**config.mk**
```make
export PLATFORM = sky130hd
export DESIGN_NAME = ctl_seq
export DESIGN_NICKNAME = d
export VERILOG_FILES = /design/src/rtl/a3_ctl_pkg.sv /design/src/rtl/ctl_seq.sv
export SDC_FILE = /design/constraint.sdc
export NUM_CORES = 1
export LEC_CHECK = 0
export CORE_UTILIZATION = 53
export CTS_CLUSTER_SIZE = 8
export DETAILED_ROUTE_END_ITERATION = 10
export GPL_TIMING_DRIVEN = 0
export PLACE_DENSITY_LB_ADDON = 0.25
export SKIP_LAST_GASP = 1
export SYNTH_ARGS = -nofsm -noshare
export SYNTH_HDL_FRONTEND = slang
export SYNTH_SLANG_ARGS = --single-unit
```
**constraint.sdc**
```tcl
create_clock -name clk -period 2.96 [get_ports clk]
set_input_delay 0.74 -clock clk [delete_from_list [all_inputs] [get_ports clk]]
set_output_delay 0.74 -clock clk [all_outputs]
set_load 0.02 [all_outputs]
```
**src/rtl/a3_ctl_pkg.sv**
```systemverilog
// Shared definitions for the control-unit instruction sequencer.
// The opcodes here mirror the control unit's parameter defaults.
package a3_ctl_pkg;

  localparam int unsigned OP_W  = 8;
  localparam int unsigned REG_W = 6;
  localparam int unsigned IMM_W = 64;

  localparam logic [OP_W-1:0] CTL_NOP      = 8'h00;
  localparam logic [OP_W-1:0] CTL_LOAD_IMM = 8'h01;

  typedef enum logic [1:0] {
    S_OP,
    S_REG,
    S_IMM,
    S_ISSUE
  } ctl_seq_state_t;

endpackage

```
**src/rtl/ctl_seq.sv**
```systemverilog
// Byte-stream instruction sequencer: assembles opcode, register and immediate
// fields and issues each load-immediate to the control unit as a one-cycle strobe.
module ctl_seq #(
  parameter logic [7:0]  CTL_NOP      = a3_ctl_pkg::CTL_NOP,
  parameter logic [7:0]  CTL_LOAD_IMM = a3_ctl_pkg::CTL_LOAD_IMM,
  parameter int unsigned IMM_BYTES    = 8,
  parameter int unsigned CNT_W        = 16
) (
  input  logic             clk,
  input  logic             rst_n,
  input  logic [7:0]       bus_in,
  input  logic             bus_valid,
  output logic             bus_ready,
  input  logic             hold,
  output logic [7:0]       ctl_op,
  output logic [5:0]       reg_sel,
  output logic [63:0]      imm,
  output logic             busy,
  output logic             err,
  output logic [CNT_W-1:0] issued_cnt
);

  import a3_ctl_pkg::*;

  localparam logic [2:0] LAST_IDX = 3'(IMM_BYTES - 1);

  ctl_seq_state_t   state_q;
  logic [2:0]       byte_cnt_q;
  logic [5:0]       reg_pend_q;
  logic [63:0]      imm_buf_q;
  logic [7:0]       ctl_op_q;
  logic [5:0]       reg_sel_q;
  logic [63:0]      imm_q;
  logic             err_q;
  logic [CNT_W-1:0] issued_cnt_q;
  logic             accept;

  assign bus_ready  = !hold && (state_q != S_ISSUE);
  assign accept     = bus_valid && bus_ready;
  assign busy       = (state_q != S_OP);
  assign ctl_op     = ctl_op_q;
  assign reg_sel    = reg_sel_q;
  assign imm        = imm_q;
  assign err        = err_q;
  assign issued_cnt = issued_cnt_q;

  always_ff @(posedge clk or negedge rst_n) begin
    if (!rst_n) begin
      state_q      <= S_OP;
      byte_cnt_q   <= '0;
      reg_pend_q   <= '0;
      imm_buf_q    <= '0;
      ctl_op_q     <= CTL_NOP;
      reg_sel_q    <= '0;
      imm_q        <= '0;
      err_q        <= 1'b0;
      issued_cnt_q <= '0;
    end else begin
      // Strobe is one cycle wide; only the issue branch overrides this.
      ctl_op_q <= CTL_NOP;
      unique case (state_q)
        S_OP: begin
          if (accept) begin
            if (bus_in == CTL_LOAD_IMM) begin
              state_q <= S_REG;
            end else if (bus_in != CTL_NOP) begin
              err_q <= 1'b1;
            end
          end
        end
        S_REG: begin
          if (accept) begin
            reg_pend_q <= bus_in[5:0];
            if (bus_in[7:6] != 2'b00) err_q <= 1'b1;
            imm_buf_q  <= '0;
            byte_cnt_q <= '0;
            state_q    <= S_IMM;
          end
        end
        S_IMM: begin
          if (accept) begin
            // Little-endian: first immediate byte lands in bits [7:0].
            imm_buf_q[{byte_cnt_q, 3'b000} +: 8] <= bus_in;
            byte_cnt_q <= byte_cnt_q + 3'd1;
            if (byte_cnt_q == LAST_IDX) state_q <= S_ISSUE;
          end
        end
        S_ISSUE: begin
          if (!hold) begin
            ctl_op_q     <= CTL_LOAD_IMM;
            reg_sel_q    <= reg_pend_q;
            imm_q        <= imm_buf_q;
            issued_cnt_q <= issued_cnt_q + 1'b1;
            state_q      <= S_OP;
          end
        end
      endcase
    end
  end

endmodule
```
# Word level (Yosys, flattened, before mapping)
# Cells that the tools add are included.
# W data, S select, Z words.
# op_classes
n_shift	2
n_reduce_logical	14
n_mux	22
bitwise_logic	1
n_eq_ne	15
add_sub_neg	3
# ops
cell	count
$mux W64	2
$pmux W64 S2	1
$bwmux W64	1
$shift A8 B8 Y64 const A	1
$shiftx A8 B8 Y64	1
$ne A2 B2 Y1 const B	10
$add A16 B1 Y16 const B	1
$mux W2	6
$reduce_and A6 Y1	2
$eq A8 B1 Y1 const B	1
$neg A6 Y8	1
$pmux W2 S4	1
$reduce_bool A2 Y1	4
$reduce_bool A8 Y1	1
$mux W1	7
$mux W3	2
$pmux W3 S2	1
$eq A2 B2 Y1 const B	2
$reduce_and A2 Y1	2
$add A3 B1 Y3 const B	1
$eq A3 B3 Y1 const B	1
$reduce_and A3 Y1	1
$eq A2 B1 Y1 const B	1
$logic_and A1 B1 Y1	2
4 further kinds	4
# word_totals
ff_bits	170
output_inout_bits	97
inputBits	12
wordCells	66

# Depth between registers and ports, before layout
# depth
ltp_word	5
mapped_depth	10
depth_no_buf	7

# Least setup slack after synthesis
# OpenSTA, ideal clock, no wires.
# synth_path
path_type	register -> register
startpoint	register byte_cnt_q[0]
endpoint	register imm_buf_q[38]
stages_incl_launch_ff	11
setup_time_ns	0.120
path_slack_ns	0.538
required_ns	2.840
arrival_ns	2.302
path_buffers	3
period_less_slack_ns	2.422
path_cell_list	dfrtp_1 buf_4 inv_1 ha_1 ha_1 buf_6 or3b_4 or4b_1 buf_6 o211ai_2 nand2_1
# synth_via
elab_chain_cells	5
elab_cells_between_ends	6
classes_between	1 x add/sub; 2 x shift; 3 x mux
# synth_rtl
element	line_no	source
start: declaration	ctl_seq.sv:28	logic [2:0] byte_cnt_q;
start signal: assignment	ctl_seq.sv:84	byte_cnt_q <= byte_cnt_q + 3'd1;
$neg A6 Y8 (*)	ctl_seq.sv:83	imm_buf_q[{byte_cnt_q, 3'b000} +: 8] <= bus_in;
$shiftx A8 B8 Y64 or $shift A8 B8 Y64 (tied branches)	ctl_seq.sv:83	
$bwmux W64 (*)	ctl_seq.sv:83	
$mux W64 (*)	ctl_seq.sv:81	if (accept) begin
$pmux W64 S2 (*)	ctl_seq.sv:61	unique case (state_q)
end signal: indexed assignment	ctl_seq.sv:83	
end: declaration	ctl_seq.sv:30	logic [63:0] imm_buf_q;
# Every way passes the cells marked *; elsewhere a longest branch is shown, timed or not. The select of a mux whose other input is x is not followed.
# A chain may end at the register's enable or synchronous reset.

# Worst setup path in the final report
# layout_path
startpoint	input hold
endpoint	output bus_ready
# layout_via
elab_chain_cells	2
# layout_rtl
element	line_no	source
start: declaration	ctl_seq.sv:14	input logic hold,
$logic_not A1 Y1	-	
$logic_and A1 B1 Y1	ctl_seq.sv:38	assign bus_ready = !hold && (state_q != S_ISSUE);
end: declaration	ctl_seq.sv:13	output logic bus_ready,
# No other way between the ends.

==> results.tsv <==
stage	metric	value	unit
outcome	status	completed	
timing	setup TNS	0	ns
setup_path	Crit Path Max Fanout	5	
routing	post-route ant nets	0	
synthesis	Synth area leader	dfrtp_1	
routing	Vias/cell	5.61	
pwr	Power Total	0.00715	W
clock_network	total CTS buffers	17	
place	IO Port Bufs	93	
setup_path	worst path cell trace	clkdlybuf4s50_1 -> nor2_1 -> clkdlybuf4s50_1	
global_route	initial antenna violation count	0	
floorplanning	die height	115	um
synthesis	asr flop ratio synth	100	%
clock_network	setup bufs post-CTS	0	
setup_path	max incr delay on CP	0.61	ns
synthesis	Syn Area/Cell	13.8	sq um
floorplanning	core area	12300	sq um
synthesis	Area contributors post-synth	dfrtp_1 60%, mux2_2 14%, a22o_1 6.8%	
clock_network	clk root buf	clkbuf_16	
clock_network	clock latency on the worst-skew pair	0.43	ns
timing	max-slew violations	0	
timing	final number of setup-violating endpoints	0	
timing	fin crit period	2.73	ns
timing	Least-Margin Pin Slew	0.796	ns
place	DP HPWL	9600	um
finish	combined area of the multi-input logic cells	2500	sq um
synthesis	Synth top area share	60.0	%
synthesis	Seq cells post-synth	163	
synthesis	prevailing post-synth register cell	dfrtp_1	
clock_network	Clock transition at path regs	0.06	ns
synthesis	synth unique cells	47	
finish	Seq. cell area	4080	sq um
clock_network	CTS tree	yes	
floorplanning	Top Ports	109	
synthesis	sequential share of the synthesized area	60.0	%
finish	Layout Utilization	70.4	%
finish	# diodes	0	
setup_path	crit-path most repeated cell	clkdlybuf4s50_1	
floorplanning	Chip Width	115	um
global_route	global-route wire length before repair	23600	um
synthesis	number of synthesized flops with an enable pin	0	
setup_path	R2R cell count	10	
timing	Fin. Hold Viols	0	
timing	clock skew	0.00934	ns
setup_path	kind of critical path	in2out	
place	Post-DP Area	7990	sq um
clock_network	cts hold-fix bufs	0	
worst_hold_path	Hold Path Class	in2async	
clock_network	Post-CTS Resized	0	
global_route	GRT Util Overall	24.0	%
finish	fill cell count	866	
pwr	power per cell area	828	nW/um^2
finish	share of post-route cells with drive strength above 1	24.6	%
global_route	GRT overflow	0	
pwr	peak supply drop	0.549	mV
routing	Initial DRC Count	212	
floorplanning	starting density of the core	55.4	%
finish	area grow syn2layout	27.1	%
timing	Tcrit/Tclk final	92.1	%
timing	unrepaired setup endpoints after global routing	false	
pwr	LEAKAGE	3.97	nW
setup_path	worst path required time	2.22	ns
routing	Post-Route WL	14600	um
setup_path	CP Launch Type	input port	
synthesis	Yosys warning total	0	
routing	via count	4434	
job	total of max-cap violations	0	
clock_network	H-tree depth	4	
finish	Finished Cell Area	8640	sq um
setup_path	Arr. time, crit path	1.99	ns
global_route	vias in the first global route	4525	
place	Placed Instances	760	
floorplanning	Cell Rows	40	
routing	drt drc	0	
floorplanning	Die ar.	13300	sq um
timing	Max Clock Freq	0.367	GHz
place	gpl congestion	0.855	
finish	Layout Cells excl Fill	791	
setup_path	slowest CP cell	clkdlybuf4s50_1	
setup_path	crit end category	output pin	
synthesis	synthesized instance count	492	
clock_network	Num Clock Sinks	163	
routing	WL per Instance	18.4	um
clock_network	Clock Path Buffers	2	
synthesis	Post-Syn Area	6790	sq um
timing	Rel. slew slack	47.0	%
finish	fin nets	636	
routing	First-pass DRT Iterations	4	
global_route	largest net degree at the start of global routing	88	
-- placed cells by master, fill, tap and decap left out, types with 4 or more instances in the layout --
master,synthesis,layout
nand2_1,27,27
nand3_1,15,15
conb_1,1,7
buf_4,8,8
mux2_2,85,85
nor2_1,13,13
o211ai_2,7,7
bufinv_16,0,5
xnor2_1,9,9
inv_1,9,9
nand4_1,4,4
clkbuf_16,0,17
a22o_1,53,53
o2bb2ai_1,4,4
ha_1,13,13
clkbuf_1,13,15
buf_2,13,13
nor3_1,7,7
dfrtp_1,163,163
xor2_1,6,6
clkdlybuf4s50_1,0,92
-- synth_stat cells (all sizes together), types with 2 or more instances --
master   count
a21o         3
a22o        53
a32o         2
buf         24
clkbuf      13
dfrtp      163
ha          13
inv          9
mux2        86
mux2i        2
nand2       27
nand3       15
nand4        4
nand4b       2
nor2        13
nor2b        2
nor3         7
nor3b        2
nor4         5
nor4b        2
o2111ai      2
o211ai       8
o21ai        5
o2bb2ai      4
xnor2        9
xor2         6
-- kinds of logic after synthesis --
group	synth area share, %
other	0.0552
AO/OA/AOI/OAI	10.6
buffers and inverters	3.44
adder cells (fa/ha/maj)	2.39
flip-flops	60.0
XOR/XNOR	1.93
multiplexers	14.6
AND/OR/NAND/NOR	6.93
-- final cells by class --
class	count	share of cell area, %
clock buffers	22	5.49
multi-input cells	289	29.0
clock inverters	9	2.04
well taps	168	2.43
plain buffers	37	2.32
flip-flops and latches	163	47.2
inverters	9	0.391
repair buffers	94	11.1
-- power breakdown --
group	switching (W)	leakage, nW	internal [W]	total (W)
clock	0.000852	0.316	0.00156	0.00241
sequential	0.000220	2.17	0.00252	0.00274
combinational	0.00109	1.49	0.000907	0.00200
total	0.00216	3.97	0.00499	0.00715
-- state kept, by name (all words and copies together) (netlist names) --
name,cells
reg_pend_q,6
imm,64
ctl_op,1
imm_buf_q,64
err,1
byte_cnt_q,3
state_q,2
reg_sel,6
issued_cnt,16
-- path summary, 6_finish.rpt --
kind / end / from / slack (ns)
setup / recovery: bus_ready / hold / 0.23
hold / removal: issued_cnt[14] / rst_n / 0.34
setup reg to reg: imm_buf_q[34] / byte_cnt_q[0] / 0.35
hold reg to reg: err / err / 0.48
max in group asynchronous: imm[27] / rst_n / 1.80
min in group clk: err / err / 0.48
-- routing by layer --
metal / vias to the layer above / wire length, um / share of wire, % / global-route usage (%)
met3: 24 / 620 / 4.3 / 5.59
met4: 0 / 272 / 1.9 / 9.96
met5: - / 0 / 0 / 0
li1: 2012 / - / - / -
met1: 2284 / 6460 / 44 / 32.1
met2: 114 / 7230 / 50 / 37.9
-- stage by stage --
stage / setup slack (ns) / hold slack, ns
5_1_grt: 0.188 / 0.389
3_3_place_gp: -5.02 / 0.453
2_1_floorplan: 0.538 / 0.444
3_5_place_dp: 0.124 / 0.460
4_1_cts: 0.225 / 0.368
6_report: 0.234 / 0.342
-- worst max-delay path, delay by kind of cell --
| family | cells | cell delay, ns |
|---|---|---|
| buffers and inverters | 2 | 1.11 |
| and+or+nand+nor | 1 | 0.13 |
Note: power is estimated with default switching activity, not from simulation.
